--- src/rtl/a2d_pkg.sv ---
// rtl/a2d_pkg.sv - shared types, constants and command builder for the A2D scan scheduler
package a2d_pkg;

  localparam int          RES_W  = 12;
  localparam logic [15:0] CMD_RD = 16'h0000;

  typedef enum logic [2:0] {
    IDLE = 3'd0,
    CNV  = 3'd1,
    WT1  = 3'd2,
    GAP  = 3'd3,
    RD   = 3'd4,
    WT2  = 3'd5
  } state_t;

  // The A2D latches the channel from bits [13:11] of the first frame.
  function automatic logic [15:0] ch_sel_cmd(input logic [2:0] ch);
    return {2'b00, ch, 11'h000};
  endfunction

endpackage

--- src/rtl/a2d_period_tmr.sv ---
// rtl/a2d_period_tmr.sv - free-running scan period timer with a single pending-request flag
module a2d_period_tmr #(
  parameter int PERIOD_W = 14
) (
  input  logic clk,
  input  logic rst_n,
  input  logic en,
  input  logic trig,
  input  logic start,
  output logic pending
);

  logic [PERIOD_W-1:0] cnt;
  logic                rollover;

  assign rollover = en && (&cnt);

  always_ff @(posedge clk or negedge rst_n) begin
    if (!rst_n) begin
      cnt <= '0;
    end else if (en) begin
      cnt <= cnt + PERIOD_W'(1);
    end
  end

  // A request landing on the start cycle survives the clear, so it is not lost.
  always_ff @(posedge clk or negedge rst_n) begin
    if (!rst_n) begin
      pending <= 1'b0;
    end else begin
      pending <= (pending && !start) || rollover || trig;
    end
  end

endmodule

--- src/rtl/a2d_sched.sv ---
// rtl/a2d_sched.sv - round-robin A2D scan scheduler driving a 16-bit SPI master (option: A2D_FILT_EN)
module a2d_sched
  import a2d_pkg::*;
#(
  parameter int NUM_CH   = 4,
  parameter int PERIOD_W = 14
) (
  input  logic                    clk,
  input  logic                    rst_n,
  input  logic                    en,
  input  logic                    trig,
  output logic                    wrt,
  output logic [15:0]             cmd,
  input  logic                    done,
  input  logic [15:0]             rd_data,
  output logic [NUM_CH*RES_W-1:0] results,
  output logic                    busy,
  output logic                    scan_done
);

  state_t           state;
  state_t           nxt;
  logic [2:0]       ch;
  logic             wt_first;
  logic             wt_ok;
  logic             pending;
  logic             start;
  logic             capture;
  logic             last_ch;
  logic [15:0]      cmd_q;
  logic             scan_done_q;
  logic [RES_W-1:0] res_q [NUM_CH];
  logic [3:0]       unused_rd;

`ifdef A2D_FILT_EN
  logic [NUM_CH-1:0] seeded;

  function automatic logic [RES_W-1:0] avg_round(input logic [RES_W-1:0] a,
                                                 input logic [RES_W-1:0] b);
    logic [RES_W:0] s;
    s = {1'b0, a} + {1'b0, b} + {{RES_W{1'b0}}, 1'b1};
    return s[RES_W:1];
  endfunction
`endif

  assign unused_rd = rd_data[15:12];

  a2d_period_tmr #(
    .PERIOD_W (PERIOD_W)
  ) u_tmr (
    .clk     (clk),
    .rst_n   (rst_n),
    .en      (en),
    .trig    (trig),
    .start   (start),
    .pending (pending)
  );

  assign last_ch = (ch == 3'(NUM_CH - 1));
  // done is still the previous frame's sticky level on the first wait cycle.
  assign wt_ok   = !wt_first && done;
  assign start   = (state == IDLE) && pending;
  assign capture = (state == WT2) && wt_ok;

  always_ff @(posedge clk or negedge rst_n) begin
    if (!rst_n) begin
      state <= IDLE;
    end else begin
      state <= nxt;
    end
  end

  always_comb begin
    nxt = state;
    case (state)
      IDLE:    if (pending) nxt = CNV;
      CNV:     nxt = WT1;
      WT1:     if (wt_ok) nxt = GAP;
      GAP:     nxt = RD;
      RD:      nxt = WT2;
      WT2:     if (wt_ok) nxt = last_ch ? IDLE : CNV;
      default: nxt = IDLE;
    endcase
  end

  always_comb begin
    wrt  = (state == CNV) || (state == RD);
    busy = (state != IDLE);
  end

  assign cmd       = cmd_q;
  assign scan_done = scan_done_q;

  always_ff @(posedge clk or negedge rst_n) begin
    if (!rst_n) begin
      wt_first <= 1'b0;
    end else begin
      wt_first <= (state == CNV) || (state == RD);
    end
  end

  // cmd is loaded on the edge that enters CNV/RD so it is valid with wrt and held until the next one.
  always_ff @(posedge clk or negedge rst_n) begin
    if (!rst_n) begin
      ch          <= 3'd0;
      cmd_q       <= 16'h0000;
      scan_done_q <= 1'b0;
    end else begin
      scan_done_q <= capture && last_ch;
      if (start) begin
        ch    <= 3'd0;
        cmd_q <= ch_sel_cmd(3'd0);
      end else if (capture) begin
        if (last_ch) begin
          ch <= 3'd0;
        end else begin
          ch    <= ch + 3'd1;
          cmd_q <= ch_sel_cmd(ch + 3'd1);
        end
      end else if (state == GAP) begin
        cmd_q <= CMD_RD;
      end
    end
  end

  always_ff @(posedge clk or negedge rst_n) begin
    if (!rst_n) begin
      for (int i = 0; i < NUM_CH; i++) begin
        res_q[i] <= '0;
      end
`ifdef A2D_FILT_EN
      seeded <= '0;
`endif
    end else begin
      for (int i = 0; i < NUM_CH; i++) begin
        if (capture && (ch == 3'(i))) begin
`ifdef A2D_FILT_EN
          res_q[i]  <= seeded[i] ? avg_round(res_q[i], rd_data[RES_W-1:0])
                                 : rd_data[RES_W-1:0];
          seeded[i] <= 1'b1;
`else
          res_q[i]  <= rd_data[RES_W-1:0];
`endif
        end
      end
    end
  end

  for (genvar g = 0; g < NUM_CH; g++) begin : g_res
    assign results[RES_W*g +: RES_W] = res_q[g];
  end

endmodule

--- config.mk ---
export PLATFORM = sky130hd
export DESIGN_NAME = a2d_sched
export DESIGN_NICKNAME = d
export VERILOG_FILES = /design/src/rtl/a2d_pkg.sv /design/src/rtl/a2d_period_tmr.sv /design/src/rtl/a2d_sched.sv
export SDC_FILE = /design/constraint.sdc
export NUM_CORES = 1
export LEC_CHECK = 0
export ABC_CLOCK_PERIOD_IN_PS = 2600
export BUFFER_PORTS_ARGS = -buffer_cell sky130_fd_sc_hd__clkbuf_2
export CAP_MARGIN = 10
export CORE_MARGIN = 2
export CORE_UTILIZATION = 35
export DETAILED_ROUTE_END_ITERATION = 6
export SYNTH_ARGS = -nofsm -noshare
export SYNTH_HDL_FRONTEND = slang
export SYNTH_SLANG_ARGS = --single-unit
--- constraint.sdc ---
create_clock -name clk -period 2.6 [get_ports clk]
set_input_delay 0.39 -clock clk [delete_from_list [all_inputs] [get_ports clk]]
set_output_delay 0.39 -clock clk [all_outputs]
set_load 0.005 [all_outputs]
==> results of run 1 <==
-- logic make-up after synthesis --
| logic type | Yosys count | synth area share, % |
|---|---|---|
| flops | 74 | 57.6 |
| mux | 49 | 18.2 |
| simple gates | 40 | 7.20 |
| buf+inv | 29 | 6.46 |
| xor+xnor | 15 | 4.08 |
| compound gates | 14 | 3.66 |
| fa+ha+maj | 7 | 2.72 |
| other cells | 1 | 0.117 |
-- registers in the layout (all words and copies together) (netlist names) --
| register | count |
|---|---|
| results | 48 |
| u_tmr.cnt | 14 |
| ch | 3 |
| cmd | 3 |
| state | 3 |
| scan_done | 1 |
| u_tmr.pending | 1 |
| wt_first | 1 |
-- worst paths after layout --
| check | from | endpoint | slack [ps] | cells past startpoint |
|---|---|---|---|---|
| max in group asynchronous | rst_n | results[11] | 1770 | 2 |
| hold reg to reg | u_tmr.cnt[13] | u_tmr.cnt[13] | 470 | 1 |
| min in group clk | trig | u_tmr.pending | 260 | 2 |
| setup reg to reg | ch[0] | results[44] | 750 | 5 |
| setup / recovery | ch[0] | results[44] | 750 | 5 |
| hold / removal | rst_n | results[39] | 30 | 1 |
-- per-layer routing --
| metal | wire length (um) | track usage (%) |
|---|---|---|
| met1 | 2810 | 17.1 |
| met2 | 2730 | 18.8 |
| met3 | 380 | 3.27 |
| met4 | 87 | 5.37 |
| met5 | 0 | 0 |
-- stage by stage --
step	std cells	setup slack, ps	hold WS, ps	total power, W	instance area (um2)
final	416	746	28.1	0.00346	3810
after floorplan	241	773	94.4	0.00220	3260
after detailed placement	402	741	422	0.00255	3600
after global placement	402	758	417	0.00252	3600
after global routing	416	604	73.6	0.00369	3810
after CTS	416	727	37.9	0.00351	3810
-- report_power, final --
group / leakage (nW) / internal [W] / switching, W
combinational: 0.899 / 0.000472 / 0.000353
clock: 0.101 / 0.000530 / 0.000415
sequential: 0.974 / 0.00145 / 0.000239
-- area by class of cell --
type / instances / area (um2)
Sequential cell: 74 / 1850
Clock inverter: 5 / 81.3
Timing Repair Buffer: 75 / 388
Fill cell: 830 / 5000
Inverter: 7 / 26.3
Clock buffer: 9 / 124
Multi-Input combinational cell: 138 / 1200
Tap cell: 108 / 135
-- critical path, stage by stage (launching register included) --
cell     delay [ps]
dfrtp_1         420
ha_1            200
ha_1            230
and3b_1         210
and2_4          310
mux2_2          370
-- cell usage in the layout (no fill, tap or decap), types with 2 or more instances in the layout --
| master | instances |
|---|---|
| inv_1 | 7 |
| mux2_2 | 40 |
| nor4_1 | 5 |
| clkbuf_8 | 9 |
| a32o_1 | 2 |
| o21ai_0 | 2 |
| mux2_4 | 9 |
| dfrtp_1 | 74 |
| nor2_1 | 5 |
| nand2_1 | 7 |
| and3b_1 | 2 |
| clkbuf_2 | 69 |
| nor3_1 | 3 |
| buf_4 | 5 |
| a31o_2 | 2 |
| conb_1 | 13 |
| ha_1 | 7 |
| bufinv_16 | 2 |
| xnor2_1 | 7 |
| xor2_1 | 8 |
| nand3b_1 | 2 |
| nand4_1 | 4 |
| nand3_1 | 5 |
==> impl_metrics.csv, run 1 <==
group,metric,value,unit
timing,rsz0062_at_grt,"no",
logic_synthesis,synth_top_area_share,57.6,%
cts,clk_path_buf_depth,2,
floorplanning,die_area,9970,um2
routing,ant_nets,0,
final_layout,fin_nets,333,
timing,max_slew.worst_pin.slew,559,ps
hold_path,worstHoldPathType,"in -> async",
logic_synthesis,synth.most_common_cell,"dfrtp_1",
logic_synthesis,async_flop_share,100,%
global_route,gr-usage-all-layers,12.5,%
global_route,grt_overflow,0,
logic_synthesis,synth_top_area_cell,"dfrtp_1",
timing,setup_viol,0,
logic_synthesis,synthFlopType,"dfrtp_1",
final_layout,synthToLayoutAreaGrowth,18.4,%
routing,vias,1991,
routing,drt_pass1_iterations,4,
timing,fin_crit,1850,ps
routing,wl,6.00,mm
worst_setup_path,crit_path_start_kind,"flip-flop",
pwr,powerDensity,909,nW/um2
cts,root_buffer,"clkbuf_8",
logic_synthesis,synthCells,229,
cts,htree_levels,3,
floorplanning,rows,34,
floorplanning,start_util,36.5,%
worst_setup_path,cp.required,2830,ps
worst_setup_path,cp-end-kind,"flip-flop",
outcome,status,"complete, no violations",
floorplanning,fp.dieW,99.9,um
logic_synthesis,synth.cell_area,3220,um2
cts,cts_buffers,9,
logic_synthesis,syn-mean-instance-area,14.0,um2
global_route,grt_pass1_wl,9.80,mm
cts,cts_num_sinks,74,
timing,fin_tns_setup,0,ps
cts,clock_latency,340,ps
floorplanning,die_h,99.9,um
logic_synthesis,synth_warnings,0,
routing,vias_per_cell,4.79,
logic_synthesis,synthDistinctLibCells,38,
cts,cts_setup_buffers,0,
logic_synthesis,ys_top_cells_by_count,"dfrtp_1 (74), mux2_2 (40), buf_4 (17)",
worst_setup_path,arrival,2080,ps
placement,dpl.hpwl,4.24,mm
cts,postCtsHoldBufs,0,
cts,clkTransAtPathRegs,80,ps
timing,slew_headroom,62.7,%
logic_synthesis,yosys-top-cells-area,"dfrtp_1 (58%), mux2_2 (14%), mux2_4 (4.2%), buf_4 (4.0%), ha_1 (2.7%)",
floorplanning,io_pins,88,
timing,drv_slew,0,
routing,drcViolationCount,0,
final_layout,diodes,0,
pwr,p_leak,1.97,nW
timing,clock_skew,8.56,ps
timing,clock.fmax,539,MHz
global_route,grt_pass1_vias,1975,
logic_synthesis,seq_area_frac_synth,57.6,%
floorplanning,core,8810,um2
cts,cts-resized-gates,0,
final_layout,final_util,43.3,%
global_route,grt_max_degree,32,
routing,drtIter0Drc,15,
timing,post-route-period-util,71.3,%
final_layout,drive_gt1_share,46.1,%
timing,hold_viol,0,
pwr,ir_worst_vdd,0.360,mV
placement,io_buffers,70,
logic_synthesis,ys_ff_latch,74,
cts,cts_tree,"yes",
flow_run,cap_violations,0,
global_route,antenna_found_initial,0,
placement,finalWeightedCongestion,0.736,
worst_setup_path,cp_max_fo,13,
logic_synthesis,synth_edf_count,0,
routing,avgRoutedWirePerCell,14.4,um
worst_setup_path,worstSetupPathType,"reg -> reg",
No activity file was read; power rests on OpenSTA's default activity.
==> run 2: changes to the inputs <==
--- a/config.mk
+++ b/config.mk
@@ -5,7 +5,7 @@
 export SDC_FILE = /design/constraint.sdc
 export NUM_CORES = 1
 export LEC_CHECK = 0
-export ABC_CLOCK_PERIOD_IN_PS = 2600
+export ABC_CLOCK_PERIOD_IN_PS = 1800
 export BUFFER_PORTS_ARGS = -buffer_cell sky130_fd_sc_hd__clkbuf_2
 export CAP_MARGIN = 10
 export CORE_MARGIN = 2
==> constraint.sdc (replaced) <==
create_clock -name clk -period 1.8 [get_ports clk]
set_input_delay 0.27 -clock clk [delete_from_list [all_inputs] [get_ports clk]]
set_output_delay 0.27 -clock clk [all_outputs]
set_load 0.005 [all_outputs]
==> run 2 against run 1 <==
  * Clock-buffer cell count stayed put
  * Worst hold slack better by 97 ps
  * Worst setup slack worse by 640 ps
  * Via count is 1.3% higher
  * Global-route usage is 0.33 points lower
  * Final cell count is 1.9% higher
  * Core utilization is 0.92 points higher
  * Combinational power is 59% higher
  * Sequential cell count stayed put
  * Wire length is 2.4% lower
  * First-iteration DRC count grew to 2.6 times the previous value
==> impl_metrics.csv, run 2 (synthesized netlist as in run 1, its figures left out) <==
group,metric,value,unit
outcome,status,"complete, no violations",
routing,ant_nets,0,
worst_setup_path,rr_startpoint,"ch[0]",
floorplanning,fp.dieW,99.9,um
routing,wl,5.86,mm
worst_setup_path,cp_max_fo,7,
worst_setup_path,r2r_slack,140,ps
final_layout,layout_commonest_cell,"dfrtp_1",
cts,clkTransAtPathRegs,80,ps
global_route,grt_overflow,0,
floorplanning,io_pins,88,
pwr,powerDensity,1320,nW/um2
global_route,gr-usage-all-layers,12.1,%
global_route,grt_pass1_vias,1932,
final_layout,multi_input_area,1200,um2
floorplanning,die_h,99.9,um
worst_setup_path,cp.required,1530,ps
worst_setup_path,cp_slowest_cell,"dfrtp_1",
final_layout,drive_gt1_share,47.5,%
floorplanning,core,8810,um2
cts,cts_tree,"yes",
routing,vias,2016,
hold_path,whs_path_depth,2,
cts,clk_path_buf_depth,2,
hold_path,min-delay-start,"trig",
routing,vias_per_cell,4.75,
worst_setup_path,worstSetupPathType,"reg -> out",
flow_run,cap_violations,0,
placement,dp_slack,111,ps
routing,drtIter0Drc,39,
routing,avgRoutedWirePerCell,13.8,um
final_layout,final_cell_mix,"dfrtp_1 (74), clkbuf_2 (69), mux2_2 (40)",
timing,layout_setup_ws,108,ps
worst_setup_path,slowest_delay,400,ps
hold_path,worstHoldPathType,"in -> reg",
pwr,power.total,0.00513,W
final_layout,synthToLayoutAreaGrowth,20.9,%
timing,hold_viol,0,
cts,htree_levels,3,
floorplanning,die_area,9970,um2
worst_setup_path,crit_path_start_kind,"flip-flop",
timing,setup_viol,0,
timing,drv_slew,0,
worst_setup_path,rr_worst_depth,5,
final_layout,regArea,1850,um2
hold_path,min_to,"u_tmr.pending",
floorplanning,rows,34,
floorplanning,start_util,36.5,%
global_route,grt_max_degree,75,
worst_setup_path,arrival,1420,ps
worst_setup_path,cp-end-kind,"primary output",
final_layout,diodes,0,
final_layout,fillerInstances,807,
timing,clock.fmax,591,MHz
timing,clock_skew,9.27,ps
final_layout,final_util,44.2,%
worst_setup_path,worstPathCellList,"buf_4 -> or3_1 -> clkbuf_2",
global_route,grt_pass1_wl,9.55,mm
worst_setup_path,critPathBufInv,2,
final_layout,largest_register_ffs,48,
placement,finalWeightedCongestion,0.745,
worst_setup_path,startpoint,"state[0]",
cts,root_buffer,"clkbuf_8",
worst_setup_path,cp_top_family,"flip-flops",
placement,io_buffers,70,
timing,post-route-period-util,94.0,%
global_route,antenna_found_initial,0,
cts,cts_num_sinks,74,
final_layout,fin_nets,339,
cts,clock_latency,340,ps
cts,cts_setup_buffers,0,
routing,drcViolationCount,0,
timing,fin_tns_setup,0,ps
cts,cts_buffers,9,
pwr,ir_worst_vdd,0.459,mV
pwr,p_leak,2.02,nW
worst_setup_path,worst_r2r_endpoint,"results[43]",
worst_setup_path,crit_cells,3,
timing,rsz0062_at_grt,"no",
routing,drt_pass1_iterations,4,
timing,fin_crit,1690,ps
placement,dpl.hpwl,4.19,mm
-- run 2: per-layer routing --
layer / vias up / wire length, um / global-route usage [%]
met5: - / 0 / 0
met4: 0 / 51 / 4.74
met3: 8 / 329 / 3.27
met2: 64 / 2560 / 18.5
met1: 1003 / 2920 / 16.6
li1: 941 / - / -
-- run 2: cell type report --
type,count,share of cell area (%)
tap,108,3.47
timing repair buffer,81,11.5
inverter,7,0.675
clock inverter,7,2.57
sequential,74,47.6
clock buffer,9,3.18
multi-input combinational,138,31.0
-- run 2: worst max-delay path by stage --
stage | slack, ps | end
global route | 20 | busy
finish | 110 | busy
global placement | 130 | results[45]
CTS | 80 | busy
floorplan | 8 | results[36]
detailed placement | 110 | results[45]
-- run 2: timing repair --
item	CTS	global route
endpoints found under the hold margin	74	0
hold buffers	1	0
resized for setup	0	0
-- run 2: stage by stage --
step	cell area, um2	instances	hold slack (ps)
after floorplan	3260	241	-25.6
after global placement	3660	407	336
after CTS	3890	424	107
after global routing	3890	424	128
after detailed placement	3660	407	336
final	3890	424	125
-- run 2: report_power, final --
group / switching (W) / internal (W) / total [W] / leakage, nW
Sequential: 0.000290 / 0.00210 / 0.00239 / 0.974
Combinational: 0.000574 / 0.000731 / 0.00131 / 0.933
Clock: 0.000640 / 0.000793 / 0.00143 / 0.114
Total: 0.00151 / 0.00362 / 0.00513 / 2.02
-- run 2: worst reg2reg max path: cells and delay by family, from the launching register on --
family                   cells  cell delay, ps
AND/OR/NAND/NOR              2             480
adder cells (fa/ha/maj)      2             340
flip-flops                   1             350
multiplexers                 1             370
==> run 3: changes to the inputs <==
--- a/config.mk
+++ b/config.mk
@@ -5,9 +5,9 @@
 export SDC_FILE = /design/constraint.sdc
 export NUM_CORES = 1
 export LEC_CHECK = 0
-export ABC_CLOCK_PERIOD_IN_PS = 1800
 export BUFFER_PORTS_ARGS = -buffer_cell sky130_fd_sc_hd__clkbuf_2
 export CAP_MARGIN = 10
+export CORE_ASPECT_RATIO = 0.7
 export CORE_MARGIN = 2
 export CORE_UTILIZATION = 35
 export DETAILED_ROUTE_END_ITERATION = 6
==> run 3 against run 2 <==
  * Non-clock buffer count is 1 higher
  * Sequential share of layout area is 1.3 points lower
  * First-iteration DRC count grew 130%
  * Critical path type unchanged
  * Clock-buffer cell count grew 4
  * Largest power group unchanged
  * Worst hold slack better by 16 ps
==> impl_metrics.csv, run 3 (synthesized netlist as in run 1, its figures left out) <==
group,metric,value,unit
final_layout,layout_commonest_cell,"dfrtp_1",
timing,rsz0062_at_grt,"no",
worst_setup_path,startpoint,"state[0]",
timing,hold_viol,0,
worst_setup_path,cp_max_fo,6,
pwr,power.total,0.00546,W
worst_setup_path,arrival,1480,ps
pwr,p_leak,2.05,nW
cts,clkTransAtPathRegs,50,ps
routing,wl,6.49,mm
worst_setup_path,r2r_slack,100,ps
cts,clock_latency,340,ps
hold_path,min-delay-start,"trig",
global_route,gr-usage-all-layers,13.7,%
routing,drtIter0Drc,90,
global_route,grt_overflow,0,
cts,root_buffer,"clkbuf_16",
timing,setup_viol,0,
hold_path,worstHoldPathType,"in -> reg",
routing,avgRoutedWirePerCell,14.7,um
timing,post-route-period-util,97.2,%
routing,drcViolationCount,0,
hold_path,whs_path_depth,2,
routing,vias,2048,
timing,fin_tns_setup,0,ps
global_route,grt_max_degree,75,
routing,vias_per_cell,4.64,
flow_run,cap_violations,0,
worst_setup_path,cp.required,1530,ps
pwr,powerDensity,1370,nW/um2
final_layout,largest_register_ffs,48,
final_layout,diodes,0,
final_layout,synthToLayoutAreaGrowth,24.3,%
floorplanning,rows,29,
placement,dpl.hpwl,4.48,mm
worst_setup_path,worstSetupPathType,"reg -> out",
timing,clock.fmax,571,MHz
cts,htree_levels,3,
cts,clk_path_buf_depth,2,
outcome,status,"complete, no violations",
global_route,grt_pass1_vias,1971,
routing,ant_nets,0,
floorplanning,fp.dieW,119,um
final_layout,stdcell_count,441,
worst_setup_path,rr_worst_depth,5,
worst_setup_path,cp-end-kind,"primary output",
cts,cts_num_sinks,74,
placement,finalWeightedCongestion,0.775,
cts,cts_tree,"yes",
routing,drt_pass1_iterations,4,
global_route,antenna_found_initial,0,
floorplanning,io_pins,88,
placement,io_buffers,70,
floorplanning,die_area,9990,um2
placement,dp_cells,423,
floorplanning,die_h,84.2,um
timing,layout_setup_ws,49.5,ps
worst_setup_path,crit_path_start_kind,"flip-flop",
pwr,ir_worst_vdd,0.773,mV
floorplanning,start_util,35.7,%
timing,drv_slew,0,
final_layout,fin_nets,341,
global_route,grt_pass1_wl,10.4,mm
cts,cts_buffers,9,
timing,clock_skew,4.64,ps
worst_setup_path,rr_startpoint,"ch[1]",
placement,dp_slack,19.3,ps
final_layout,final_cell_mix,"dfrtp_1 (73), clkbuf_2 (69), mux2_2 (40)",
floorplanning,core,9000,um2
timing,fin_crit,1750,ps
final_layout,drive_gt1_share,47.6,%
-- run 3: cell types whose count changed in the layout (fill, tap and decap cells not counted), sizes merged --
cell / delta
and2: +1
buf: +1
bufinv: -1
clkbuf: +4
clkinv: -3
clkinvlp: +1
inv: -2
-- run 3: where the power goes --
group          leakage, nW  internal [W]  switching [W]  total, W
clock network        0.136       0.00110       0.000642   0.00175
logic                0.938      0.000732       0.000566   0.00130
registers            0.973       0.00211       0.000308   0.00242
-- run 3: worst max-delay path: stages (launching register included) --
cell	delay, ps
dfrtp_2	440
buf_4	160
or3_1	410
clkbuf_2	130
-- run 3: routing by layer --
metal / vias up / GRT usage [%] / routed length [um]
li1: 949 / - / -
met1: 1038 / 18.8 / 3060
met2: 57 / 19.2 / 2940
met3: 4 / 6.66 / 446
met4: 0 / 4.22 / 43
met5: - / 0 / 0
-- run 3: repair_timing --
action                                 4_1_cts  5_1_grt
buffers inserted                             0        1
endpoints found under the hold margin       74        0
setup endpoints to repair                    0       13
hold buffers                                 1        0
gates resized for setup                      0        4
-- run 3: layout make-up --
class	instances	area (um2)
inverters	7	26.3
flip-flops and latches	74	1850
multi-input cells	139	1220
clock inverters	2	37.5
repair buffers	82	458
clock buffers	13	250
fillers	879	5000
well taps	124	155
-- run 3: path summary, 6_finish.rpt --
| kind | to |
|---|---|
| worst max-delay path | busy |
| worst min-delay path | u_tmr.pending |
| worst max register to register | results[45] |
| worst min register to register | u_tmr.cnt[13] |
| max in group asynchronous | state[0] |
| min in group asynchronous | u_tmr.cnt[3] |
-- run 3: metrics by stage --
stage               cell area [um2]  util (%)  hold WS (ps)
global placement               3680      40.9           319
CTS                            3980      44.2           132
global route                   4000      44.4           143
detailed placement             3680      40.9           321
finish                         4000      44.4           141
floorplan                      3260         -         -25.6
